[config.mk]
export PLATFORM = sky130hd
export DESIGN_NAME = multicycle_sequencer
export DESIGN_NICKNAME = d
export VERILOG_FILES = /design/src/rtl/multicycle_sequencer.sv
export SDC_FILE = /design/constraint.sdc
export NUM_CORES = 1
export LEC_CHECK = 0
export BUFFER_PORTS_ARGS = -buffer_cell sky130_fd_sc_hd__buf_2
export CORE_UTILIZATION = 44
export CTS_CLUSTER_DIAMETER = 150
export DETAILED_ROUTE_END_ITERATION = 6
export HOLD_SLACK_MARGIN = 0.02
export PLACE_DENSITY = 0.86
export SYNTH_ARGS = -nofsm -noshare
export SYNTH_HDL_FRONTEND = slang
export SYNTH_SLANG_ARGS = --single-unit
[constraint.sdc]
create_clock -name clk -period 1.96 [get_ports clk]
set_input_delay 0.098 -clock clk [delete_from_list [all_inputs] [get_ports clk]]
set_output_delay 0.098 -clock clk [all_outputs]
set_load 0.05 [all_outputs]
[src/rtl/multicycle_sequencer.sv]
// Multi-cycle control sequencer: owns PC and IR and walks each instruction through
// fetch/decode/execute/memory/writeback with req/ready memory handshakes and an optional bus timeout.
module multicycle_sequencer #(
    parameter int              XLEN     = 32,
    parameter logic [XLEN-1:0] RESET_PC = '0,
    parameter int              TIMEOUT  = 16,
    parameter int              CNT_W    = 32
) (
    input  logic             clk,
    input  logic             rst,
    output logic             imem_req,
    output logic [XLEN-1:0]  imem_addr,
    input  logic             imem_ready,
    input  logic [31:0]      imem_rdata,
    input  logic             is_load,
    input  logic             is_store,
    input  logic             writes_rd,
    input  logic             illegal,
    input  logic [XLEN-1:0]  next_pc,
    output logic [XLEN-1:0]  pc,
    output logic [31:0]      ir,
    output logic             opnd_le,
    output logic             alu_le,
    output logic             dmem_req,
    output logic             dmem_we,
    input  logic             dmem_ready,
    output logic             rf_we,
    output logic             retire,
    output logic             fault,
    output logic [2:0]       state,
    output logic [CNT_W-1:0] cycle_cnt,
    output logic [CNT_W-1:0] instret_cnt
);

    typedef enum logic [2:0] {
        BOOT    = 3'd0,
        FETCH   = 3'd1,
        DECODE  = 3'd2,
        EXECUTE = 3'd3,
        MEM     = 3'd4,
        WB      = 3'd5,
        FAULT   = 3'd6
    } state_t;

    localparam logic [31:0]       NOP        = 32'h0000_0013;
    localparam int                WAIT_W     = (TIMEOUT > 1) ? $clog2(TIMEOUT) : 1;
    localparam logic [WAIT_W-1:0] WAIT_LIMIT = WAIT_W'((TIMEOUT > 0) ? TIMEOUT - 1 : 0);

    state_t            state_q;
    state_t            state_d;
    logic [XLEN-1:0]   pc_q;
    logic [31:0]       ir_q;
    logic [WAIT_W-1:0] wait_q;
    logic [CNT_W-1:0]  cycle_q;
    logic [CNT_W-1:0]  instret_q;
    logic              waiting;
    logic              timeout_hit;

    assign waiting     = ((state_q == FETCH) && !imem_ready) || ((state_q == MEM) && !dmem_ready);
    // A ready sampled on the limit edge takes priority because the FETCH/MEM arms test ready first.
    assign timeout_hit = (TIMEOUT != 0) && (wait_q == WAIT_LIMIT);

    always_ff @(posedge clk) begin
        if (!rst) state_q <= BOOT;
        else      state_q <= state_d;
    end

    always_comb begin
        state_d = state_q;
        case (state_q)
            BOOT:    state_d = FETCH;
            FETCH:   if (imem_ready)       state_d = DECODE;
                     else if (timeout_hit) state_d = FAULT;
            DECODE:  state_d = illegal ? FAULT : EXECUTE;
            EXECUTE: if (is_load || is_store) state_d = MEM;
                     else if (writes_rd)      state_d = WB;
                     else                     state_d = FETCH;
            MEM:     if (dmem_ready)       state_d = is_load ? WB : FETCH;
                     else if (timeout_hit) state_d = FAULT;
            WB:      state_d = FETCH;
            FAULT:   state_d = FAULT;
            default: state_d = BOOT;
        endcase
    end

    always_comb begin
        imem_req = 1'b0;
        opnd_le  = 1'b0;
        alu_le   = 1'b0;
        dmem_req = 1'b0;
        dmem_we  = 1'b0;
        rf_we    = 1'b0;
        retire   = 1'b0;
        fault    = 1'b0;
        case (state_q)
            FETCH:   imem_req = 1'b1;
            DECODE:  opnd_le  = 1'b1;
            EXECUTE: begin
                alu_le = 1'b1;
                retire = !(is_load || is_store) && !writes_rd;
            end
            MEM: begin
                dmem_req = 1'b1;
                dmem_we  = is_store;
                retire   = dmem_ready && !is_load;
            end
            WB: begin
                rf_we  = 1'b1;
                retire = 1'b1;
            end
            FAULT:   fault = 1'b1;
            default: ;
        endcase
    end

    // The wait counter restarts whenever the state moves, so each request gets its own budget.
    always_ff @(posedge clk) begin
        if (!rst) begin
            pc_q      <= RESET_PC;
            ir_q      <= NOP;
            wait_q    <= '0;
            cycle_q   <= '0;
            instret_q <= '0;
        end else begin
            if ((state_q == FETCH) && imem_ready) ir_q <= imem_rdata;
            if (retire) begin
                pc_q      <= next_pc;
                instret_q <= instret_q + CNT_W'(1);
            end
            if (state_d != state_q) wait_q <= '0;
            else if (waiting)       wait_q <= wait_q + WAIT_W'(1);
            if ((state_q != BOOT) && (state_q != FAULT)) cycle_q <= cycle_q + CNT_W'(1);
        end
    end

    assign pc          = pc_q;
    assign imem_addr   = pc_q;
    assign ir          = ir_q;
    assign state       = state_q;
    assign cycle_cnt   = cycle_q;
    assign instret_cnt = instret_q;

endmodule

==> reports/results.ini <==
[die]
rows=42
top_level_ports=243
core_area_um2=13300
die-area_um2=14100
initial_core_util=0.451
die_y_um=119
die_w_um=119

[job]
cap_violations=0

[drt]
routed_via_density=5.49
dr.first_iter.drc_count=633
drc=0
drt-pass1-iter-count=5
final_antenna_net_count=0
wire_per_inst_um=16.7
drt_wl_total_mm=20.4
vias=6672

[cts]
cts_made_buffers=17
cts.sinks=135
path_clk_slew_ns=0.05
clockRootBuffer=clkbuf_16
cts_tree=done
clockBufferDepth=2
clk_latency_ns=0.41
cts_htree_levels=4

[min_path]
hp-class=in2reg

[timing]
rsz0062_at_grt=yes
fin_hold_ws_ns=0.146
max_freq_ghz=0.535
relSlewSlack=0.658
clock_skew_ns=0.00979
finalWorstSetupSlack_ns=0.0909
setup_violations=0
hold_viol_final=0
setup_tns_ns=0
min_period_over_period=0.954
max_slew.worst_pin.slew_ns=0.511
maxSlewViolCount=0
min_period_ns=1.87

[power_and_ir_drop]
total_power_mw=6.99
max-vdd-ir-drop_uv=696
power.density_nw_per_um2=801
leakage_nw=3.75

[worst_setup_path]
crit_fanout=10
critical_path.endpoint_type=flip-flop
worstPathArrival_ns=2.21
critical_path_required_ns=2.30
startpoint_type=flip-flop
worstSetupPathType=reg2reg

[finish]
syn_to_final_growth_pct=45.4
regArea_um2=2760
layout-drive-gt1-share=0.357
utilization=0.656
multi_input_area_um2=2930
stdcell_count=1216
fin_area_um2=8720
nets=1103
fill_cells=999
insertedDiodeCount=0

[global_routing]
grt_pass1_wl_mm=31.1
grt_max_degree=70
grt_pass1_vias=6370
overflow=0
antenna_found_initial=1
track_usage=0.280

[synthesis]
postSynthCellCount=743
mappedNetlistNets=818
yosysSeqAreaShare=0.450
syn_avg_cell_area_um2=8.07
synthTopCellsByCount=nand2_1 (157), dfxtp_1 (135), a21oi_1 (92), nor2_1 (48), clkbuf_1 (35)
yosysTopAreaCellShare=0.450
yosys.area.top_type=dfxtp_1
synthDistinctLibCells=61
syn-cell-area_um2=6000
yosys_warnings=0
synth_area_leaders=dfxtp_1 (45%), nand2_1 (9.8%), a21oi_1 (7.7%)
synth_ff_type=dfxtp_1
async_flop_share=0
ys_ff_latch=135
synth.most_common_cell=nand2_1
synth-edff-count=0

[placed_design]
port_buffers=242
finalWeightedCongestion=0.785
dp_slack_ns=0.0325
place_area_um2=7380
post-place-cells=1118
dp_hpwl_mm=12.3

[status]
status=finished clean

[per-layer routing]
metal / vias to the layer above / wire (µm) / global-route usage
met4: 2 / 1030 / 0.177
met1: 3063 / 7550 / 0.314
met3: 98 / 2120 / 0.0912
li1: 3087 / - / -
met5: - / 11 / 0
met2: 422 / 9640 / 0.457
[cell usage in the layout (no fill, tap or decap), drive strengths merged, types with 3 or more instances in the layout]
master       instances
buf                272
nand2              158
dfxtp              135
a21oi               92
dlygate4sd3         65
nor2                49
xnor2               31
o21ai               27
clkbuf              26
or3                 24
nand3               23
inv                 19
nor4                16
nor3                 9
xor2                 7
nand4                7
and2                 6
and4                 5
and3                 5
o2111ai              5
nand2b               4
a211oi               4
nor3b                4
o21a                 3
ha                   3
a2111oi              3
[worst paths after layout]
check,startpoint,to,slack [ns],cells past startpoint
worst min register to register,ir[11],ir[11],0.45,2
worst max-delay path,state[1],instret_cnt[21],0.09,6
worst max register to register,state[1],instret_cnt[21],0.09,6
worst min-delay path,illegal,state[2],0.15,5
[critical path: stages, from the launching register on]
cell	delay, ns
dfxtp_4	0.33
buf_4	0.12
and3b_4	0.22
nand2_4	0.11
a2111o_1	0.53
or3_1	0.35
a21oi_2	0.12
[cells by family after synthesis]
family	share of synthesized area
and+or+nand+nor	0.253
AOI/OAI and AO/OA	0.149
DFF	0.450
buffers and inverters	0.0815
xor gates and xnor gates	0.0567
adders and majority gates	0.00626
muxes	0.00334
[layout make-up]
cell class,count,share of cell area
clock inverters,6,0.00975
clock buffers,25,0.0592
multi-input cells,518,0.336
repair buffers,338,0.245
flip-flops and latches,135,0.317
inverters,18,0.00818
well taps,176,0.0252
[sequential cells by signal, indices dropped and copies added (netlist names)]
signal / cells
cycle_cnt: 32
imem_addr: 32
instret_cnt: 32
ir: 32
wait_q: 4
state: 3
[timing repair]
action                     in CTS  in global routing
setup buffers                   0                  1
hold endpoints to repair       65                  0
resized for setup               0                 14
hold buffers                   65                  0
setup endpoints to repair       0                 17
[power by group]
group,total (mW),switching (mW),internal (mW)
sequential,2.86,0.0485,2.81
combinational,0.882,0.574,0.308
clock,3.25,1.17,2.08
total,6.99,1.79,5.19
Power figures use the tool's default switching activity.
